--- config.mk ---
export PLATFORM = sky130hd
export DESIGN_NAME = arbiter_rr_hold
export DESIGN_NICKNAME = d
export VERILOG_FILES = /design/src/rtl/arbiter_rr_hold_pkg.sv /design/src/rtl/arbiter_rr_hold_pick.sv /design/src/rtl/arbiter_rr_hold.sv
export SDC_FILE = /design/constraint.sdc
export NUM_CORES = 1
export LEC_CHECK = 0
export CAP_MARGIN = 15
export CORE_AREA = 2 2 45 47
export DETAILED_ROUTE_END_ITERATION = 7
export DIE_AREA = 0 0 47 49
export PLACE_DENSITY = 0.77
export SYNTH_ARGS = -nofsm -noshare
export SYNTH_HDL_FRONTEND = slang
export SYNTH_SLANG_ARGS = --single-unit
--- constraint.sdc ---
create_clock -name clk -period 2.4 [get_ports clk]
set_input_delay 0.48 -clock clk [delete_from_list [all_inputs] [get_ports clk]]
set_output_delay 0.48 -clock clk [all_outputs]
set_load 0.1 [all_outputs]
--- src/rtl/arbiter_rr_hold_pkg.sv ---
// arbiter_rr_pkg: shared defaults and types for the round-robin hold arbiter
package arbiter_rr_pkg;
  localparam int N_REQ = 4;
  localparam int HOLD_MAX_DEF = 8;
  typedef enum logic {IDLE, GRANT} arb_state_e;
  typedef logic [N_REQ-1:0] req_t;
  typedef logic [N_REQ-1:0] gnt_t;
  typedef logic [$clog2(N_REQ)-1:0] id_t;
endpackage

--- src/rtl/arbiter_rr_hold_pick.sv ---
// rr_pick: lowest requester at or after ptr (wrapping), with an exclude mask
module rr_pick #(
  parameter int N = 4,
  parameter int IDW = $clog2(N)
) (
  input  logic [N-1:0]   req,
  input  logic [N-1:0]   excl_mask,
  input  logic [IDW-1:0] ptr,
  output logic           found,
  output logic [IDW-1:0] idx
);
  localparam logic [IDW:0] NL = (IDW+1)'(N);
  logic [N-1:0] m, rot;
  logic [IDW-1:0] pos;
  logic [IDW:0] sum;
  // rotate so ptr sits at bit 0, priority-encode, then rotate the index back
  always_comb begin
    m = req & ~excl_mask;
    rot = N'({m, m} >> ptr);
    found = |rot;
    pos = '0;
    for (int i = N - 1; i >= 0; i--) if (rot[i]) pos = IDW'(i);
    sum = {1'b0, pos} + {1'b0, ptr};
    idx = sum >= NL ? IDW'(sum - NL) : IDW'(sum);
  end
endmodule

--- src/rtl/arbiter_rr_hold.sv ---
// arbiter_rr_hold: round-robin arbiter with bounded tenure; ARB_RR_LOCK_EN adds a lock input
module arbiter_rr_hold
  import arbiter_rr_pkg::*;
#(
  parameter int N = N_REQ,
  parameter int HOLD_MAX = HOLD_MAX_DEF,
  parameter int IDW = $clog2(N)
) (
  input  logic           clk,
  input  logic           rst,
`ifdef ARB_RR_LOCK_EN
  input  logic           lock,
`endif
  input  logic [N-1:0]   req,
  output logic [N-1:0]   gnt,
  output logic           gnt_vld,
  output logic [IDW-1:0] gnt_id
);
  localparam int HCW = $clog2(HOLD_MAX) + 1;
  arb_state_e state, state_nxt;
  logic [IDW-1:0] ptr, ptr_nxt, id_nxt, idx;
  logic [N-1:0] gnt_nxt;
  logic [HCW-1:0] hold_cnt, hold_nxt;
  logic found, others, rel, expire, take, lck;
`ifdef ARB_RR_LOCK_EN
  assign lck = lock;
`else
  assign lck = 1'b0;
`endif
  // gnt doubles as the owner mask: zero in IDLE, owner's bit in GRANT
  rr_pick #(.N(N), .IDW(IDW)) u_pick (
    .req(req),
    .excl_mask(gnt),
    .ptr(ptr),
    .found(found),
    .idx(idx)
  );
  // state, pointer, tenure counter and registered grant outputs
  always_ff @(posedge clk or posedge rst) begin
    if (rst) begin
      state <= IDLE;
      ptr <= '0;
      hold_cnt <= '0;
      gnt <= '0;
      gnt_id <= '0;
    end else begin
      state <= state_nxt;
      ptr <= ptr_nxt;
      hold_cnt <= hold_nxt;
      gnt <= gnt_nxt;
      gnt_id <= id_nxt;
    end
  end
  // decide between new grant, continued tenure, or return to idle
  always_comb begin
    others = |(req & ~gnt);
    rel = (state == GRANT) && !(|(req & gnt));
    expire = (state == GRANT) && !rel && others && !lck && hold_cnt == HCW'(HOLD_MAX - 1);
    take = found && (state == IDLE || rel || expire);
    state_nxt = (take || (state == GRANT && !rel)) ? GRANT : IDLE;
    gnt_nxt = take ? {{(N-1){1'b0}}, 1'b1} << idx : (state_nxt == GRANT ? gnt : '0);
    id_nxt = take ? idx : gnt_id;
    ptr_nxt = take ? (idx == IDW'(N - 1) ? '0 : idx + 1'b1) : ptr;
    hold_nxt = (take || !others || state == IDLE) ? '0 : (lck ? hold_cnt : hold_cnt + 1'b1);
  end
  // grant-valid tracks the FSM state
  always_comb begin
    gnt_vld = (state == GRANT);
  end
endmodule
* Yosys cells after proc, flatten, opt, wreduce, memory -nomap -nowiden
Index checks and enable logic that the tools add are counted.
** Storage, ports and cells
- ROM bits :: 0
- Memories kept :: 0
- Input port bits :: 6
- Latch bits :: 0
- Output and inout bits :: 7
- Bits in writable memories :: 0
- Register bits after elaboration :: 13
- Word-level logic and storage cells :: 45
** Operators by class
- Reduce and logical (&&, ||, !) cells :: 16
- Multiply operators :: 0
- $lt $le $gt $ge :: 1
- $add $sub $neg :: 4
- Equal/unequal tests :: 3
- Shift-type cells :: 2
- Multiplexer cells :: 10
- Bitwise operators :: 4
- Divide/modulo/power cells :: 0
** Operators with widths (count)
- $mux W2 :: 6
- $mux W4 :: 3
- $reduce_or A4 Y1 :: 3
- $and A4 B4 Y4 :: 2
- $shr A8 B2 Y4 :: 1
- $logic_and A1 B1 Y1 :: 5
- $logic_or A1 B1 Y1 :: 5
- $add A4 B1 Y4 const B :: 1
- $eq A4 B3 Y1 const B :: 1
- $not A4 Y4 :: 1
- $shl A1 B2 Y4 const A :: 1
- $add A2 B2 Y3 :: 1
- $ge A3 B3 Y1 const B :: 1
- $logic_not A1 Y1 :: 3
- $add A2 B1 Y2 const B :: 1
- $eq A2 B2 Y1 const B :: 1
- $ne A2 B1 Y1 const B :: 1
- $sub A2 B1 Y2 const B :: 1
- $mux W1 :: 1
- $not A1 Y1 :: 1

* Longest topological paths before layout
- Word-level depth :: 14
- Depth in mapped cells :: 11
- Depth with buffers taken out :: 10

* Hierarchy
A second synthesis with hierarchy kept.
** Unflattened totals
- Cell total of the unflattened synthesis :: 80
- Area total of the unflattened synthesis :: 889.6 um^2
** Modules (own cells, without submodules)
- arbiter_rr_hold :: instances 1, seq. area each 325.3 um^2, cells an instance 58, area each 700.7 um^2
- rr_pick :: instances 1, seq. area each 0.0 um^2, cells an instance 22, area each 188.9 um^2

* Worst setup path after synthesis
Ideal clock, no wire load.
- Path kind :: reg2reg
- Start point :: reg gnt[0]
- End point :: reg ptr[1]
- Cell stages (with the launch flop) :: 10
- Library setup time :: 125 ps
- Slack :: -286 ps
- Data required time :: 2275 ps
- Arrival :: 2561 ps
- Clock period less this slack :: 2686 ps
- Path through :: dfrtp_1 -> nor2b_1 -> buf_2 -> a2111oi_0 -> a21oi_1 -> o21ai_0 -> ha_1 -> xnor2_1 -> ha_1 -> mux2_4
** Between the ends
- Cells in the longest elaborated chain, start to end :: 12
- Elaborated cells between the ends (all ways) :: 27
- Classes of those cells :: 3 x add/sub; 1 x order compare; 1 x eq/ne; 1 x shift; 6 x mux; 3 x bitwise; 12 x reduce/logical
** Ends and longest elaborated chain
- from (decl) :: RTL line arbiter_rr_hold.sv:15 : output logic [N-1:0] gnt,
- from (signal assigned) :: RTL line arbiter_rr_hold.sv:50 : gnt <= gnt_nxt;
- $not A4 Y4 :: RTL line arbiter_rr_hold_pick.sv:18, arbiter_rr_hold.sv:56
- $and A4 B4 Y4 :: RTL line arbiter_rr_hold_pick.sv:18, arbiter_rr_hold.sv:56
- $shr A8 B2 Y4 :: RTL line arbiter_rr_hold_pick.sv:19 : rot = N'({m, m} >> ptr);
- $mux W2 (4 in a row) :: RTL line arbiter_rr_hold_pick.sv:22 : for (int i = N - 1; i >= 0; i--) if (rot[i]) pos = IDW'(i);
- $add A2 B2 Y3 :: RTL line arbiter_rr_hold_pick.sv:23 : sum = {1'b0, pos} + {1'b0, ptr};
- $ge A3 B3 Y1 or $sub A2 B1 Y2 (tied branches) :: RTL line arbiter_rr_hold_pick.sv:24 : idx = sum >= NL ? IDW'(sum - NL) : IDW'(sum);
- $mux W2 :: RTL line arbiter_rr_hold_pick.sv:24
- $add A2 B1 Y2 or $eq A2 B2 Y1 (tied branches) :: RTL line arbiter_rr_hold.sv:63 : ptr_nxt = take ? (idx == IDW'(N - 1) ? '0 : idx + 1'b1) : ptr;
- $mux W2 :: RTL line arbiter_rr_hold.sv:63
- to (signal assigned) :: RTL line arbiter_rr_hold.sv:48 : ptr <= ptr_nxt;
- to (decl) :: RTL line arbiter_rr_hold.sv:21 : logic [IDW-1:0] ptr, ptr_nxt, id_nxt, idx;
Several ways; a longest one is shown, not always the timed one.
A chain may end at the register's enable or synchronous reset.

* Worst setup path after layout
- Start point :: reg gnt[0]
- End point :: reg gnt_id[1]
** Between the ends
- Cells in the longest elaborated chain, start to end :: 10
- Elaborated cells between the ends (all ways) :: 24
- Classes of those cells :: 2 x add/sub; 1 x order compare; 1 x shift; 5 x mux; 3 x bitwise; 12 x reduce/logical
** Ends and longest elaborated chain
- $not A4 Y4 or $and A4 B4 Y4 (tied branches) :: RTL line arbiter_rr_hold_pick.sv:18, arbiter_rr_hold.sv:56, arbiter_rr_hold.sv:57
- $and A4 B4 Y4 or $reduce_or A4 Y1 (tied branches) :: RTL line arbiter_rr_hold_pick.sv:18, arbiter_rr_hold.sv:56, arbiter_rr_hold.sv:57
- $shr A8 B2 Y4 or $logic_not A1 Y1 (tied branches) :: RTL line arbiter_rr_hold_pick.sv:19, arbiter_rr_hold.sv:57
- $mux W2 or $logic_and A1 B1 Y1 (tied branches) :: RTL line arbiter_rr_hold_pick.sv:22, arbiter_rr_hold.sv:57
- $mux W2 or $logic_not A1 Y1 (tied branches) :: RTL line arbiter_rr_hold_pick.sv:22, arbiter_rr_hold.sv:58
- $mux W2 or $logic_and A1 B1 Y1 (tied branches) (2 in a row) :: RTL line arbiter_rr_hold_pick.sv:22, arbiter_rr_hold.sv:58
- $add A2 B2 Y3 or $logic_and A1 B1 Y1 (tied branches) :: RTL line arbiter_rr_hold_pick.sv:23, arbiter_rr_hold.sv:58
- $ge A3 B3 Y1 (tied with other cells) :: RTL line arbiter_rr_hold_pick.sv:24
- $mux W2 or $logic_and A1 B1 Y1 (tied branches) :: RTL line arbiter_rr_hold_pick.sv:24, arbiter_rr_hold.sv:59
- to (signal assigned) :: RTL line arbiter_rr_hold.sv:51 : gnt_id <= id_nxt;
- to (decl) :: RTL line arbiter_rr_hold.sv:17 : output logic [IDW-1:0] gnt_id
Several ways; a longest one is shown, not always the timed one.

==> flow_summary.yaml <==
hold_path:
  hold_depth: 1
  hold_class: "reg2reg"
die:
  die_area_um2: 2300
  die_h_um: 49
  initial_utilization: 0.490
  core_area_um2: 1840
  dieWidth_um: 47
  placementRows: 16
  io_pins: 13
yosys:
  synthCells: 89
  yosysTopAreaCellShare: 0.361
  synth_edf_count: 0
  ys_ff_latch: 13
  synth_top_cell_by_area: "dfrtp_1"
  ys_warn_count: 0
  ys_top_cells_by_area: "dfrtp_1 (36%), ha_1 (5.5%), mux2_4 (5.0%)"
  synth_flop_cell: "dfrtp_1"
  synth_async_sr_flop_share: 1.00
  postSynthAreaPerCell_um2: 10.1
  syn_nets: 99
  seq_area_frac_synth: 0.361
  synth_area_um2: 902
  yosysUniqueCellTypes: 40
cells_and_area:
  final_cell_mix: "buf_4 (28), dfrtp_1 (9), nor2_1 (5)"
  layout-drive-gt1-share: 0.504
  diodes: 0
  syn_to_final_growth_pct: 45.5
  final_common_cell: "buf_4"
  nNetsFinal: 134
  fillerInstances: 133
run_status:
  status: "finished, final reports clean"
detailed_routing:
  ant_nets: 0
  first_pass_iters: 4
  remaining_drc_errors: 0
  routedWlPerCell_um: 16.6
  drtIter0Drc: 32
  wl_met3_um: 109
  drt_wl_total_um: 2490
  vias: 883
  routed.top_layer: "met4"
  via_per_inst: 5.89
  met2_wirelength_um: 1330
  wl_met1_um: 938
clock_network:
  cts.path.max_buffers: 2
  clock-sinks: 13
  ctsHoldBuffers: 0
  cts_buffers: 3
  htreeDepth: 1
  clkTransAtPathRegs_ps: 80
  clk-insertion-delay-late_ps: 280
  cts_tree: "yes"
  root_buffer: "clkbuf_4"
placed_design:
  io_buffers: 12
  hpwl_um: 1700
  place.gp.congestion: 0.872
  post-place-ws_ps: -454
worst_setup_path:
  crit_path_end_kind: "flip-flop"
  crit_type: "reg2reg"
  cp.required_ps: 2580
  rrSetupSlack_ps: 110
  path_max_fanout: 5
  reg2reg_depth: 10
  start_kind: "flip-flop"
  worstPathArrival_ps: 2460
global_routing:
  antenna_found_initial: 0
  grt.overflow.total: 0
  grt_pass1_vias: 892
  track_usage: 0.229
  grt_pass1_wl_um: 3840
  grt_start_max_net_pins: 14
run:
  maxCapViolCount: 0
sta:
  hold_viol: 0
  fin_crit_ps: 2290
  fmax_mhz: 438
  finalClockSkew_ps: 3.82
  worst_slew_pin_slew_ps: 493
  slew_violations: 0
  max_slew_margin: 0.671
  worst_slack_ps: 114
  tns_ps: 0
  finalSetupViolations: 0
  fin_crit_sh: 0.952
pwr:
  ir_worst_vdd_mv: 1.44
  power_density_nw_per_um2: 1630
  power_leakage_nw: 0.613
## cells by family after synthesis
family                     Yosys count  share of synthesized area
AOI/OAI and AO/OA                   29                      0.247
xor gates and xnor gates             3                     0.0291
adders and majority gates            4                     0.0555
buffers and inverters                9                     0.0541
DFF                                 13                      0.361
muxes                                3                     0.0499
and+or+nand+nor                     28                      0.204
## cell usage after synthesis, drive strengths merged, types with 3 or more instances
master	number
dfrtp	13
nor2	7
o21ai	6
a21oi	4
a22o	4
buf	4
ha	4
inv	4
nand2	4
nand2b	4
nor2b	4
a311oi	3
mux2	3
nor3	3
## critical path, stage by stage, from the launching register on
cell,delay (ps)
dfrtp_4,520
nand2b_1,180
a211oi_1,310
a21oi_1,120
o21ai_1,120
ha_2,250
buf_6,120
o31ai_1,70
a221oi_2,220
o21bai_2,130
o21a_1,120
## final cells by class
class | count | area (um2) | area share
Timing Repair Buffer | 35 | 302 | 0.230
Tap cell | 27 | 33.8 | 0.0257
Clock buffer | 4 | 26.3 | 0.0200
Sequential cell | 13 | 335 | 0.255
Inverter | 4 | 15.0 | 0.0114
Multi-Input combinational cell | 67 | 601 | 0.458
## sequential cells by signal, indices dropped and copies added (netlist names)
signal / count
hold_cnt: 4
gnt_vld: 1
gnt: 4
gnt_id: 2
ptr: 2
## per-layer routing
layer  up-vias  track usage
met3        15       0.0259
met1       431        0.278
li1        397            -
met5         -            0
met4         0        0.144
met2        40        0.368
## worst paths after layout
kind | from | endpoint
setup / recovery | gnt[0] | gnt_id[1]
hold / removal | hold_cnt[0] | hold_cnt[0]
setup reg to reg | gnt[0] | gnt_id[1]
hold reg to reg | hold_cnt[0] | hold_cnt[0]
max in group asynchronous | rst | gnt[0]
min in group asynchronous | rst | gnt_vld
## report_power, final
group          leakage (nW)  internal, mW  switching [mW]
clock                0.0150        0.0646          0.0730
combinational         0.441         0.709           0.884
sequential            0.157         0.314          0.0997
total                 0.613          1.09            1.06
## through the flow
step	total power, mW	utilization	instances	instance area [um2]	hold slack [ps]
2_1_floorplan	1.39	-	89	913	357
3_3_place_gp	1.81	0.648	145	1190	445
3_5_place_dp	1.85	0.648	145	1190	457
4_1_cts	2.07	0.683	150	1260	481
5_1_grt	2.25	0.713	150	1310	496
6_report	2.14	0.713	150	1310	482
## what timing repair did
item,in CTS,in global routing
setup endpoints to repair,4,7
resized for setup,7,12
cloned,0,0
pin swaps,0,4
setup buffers,1,0
(Power assumes the default switching activity.)
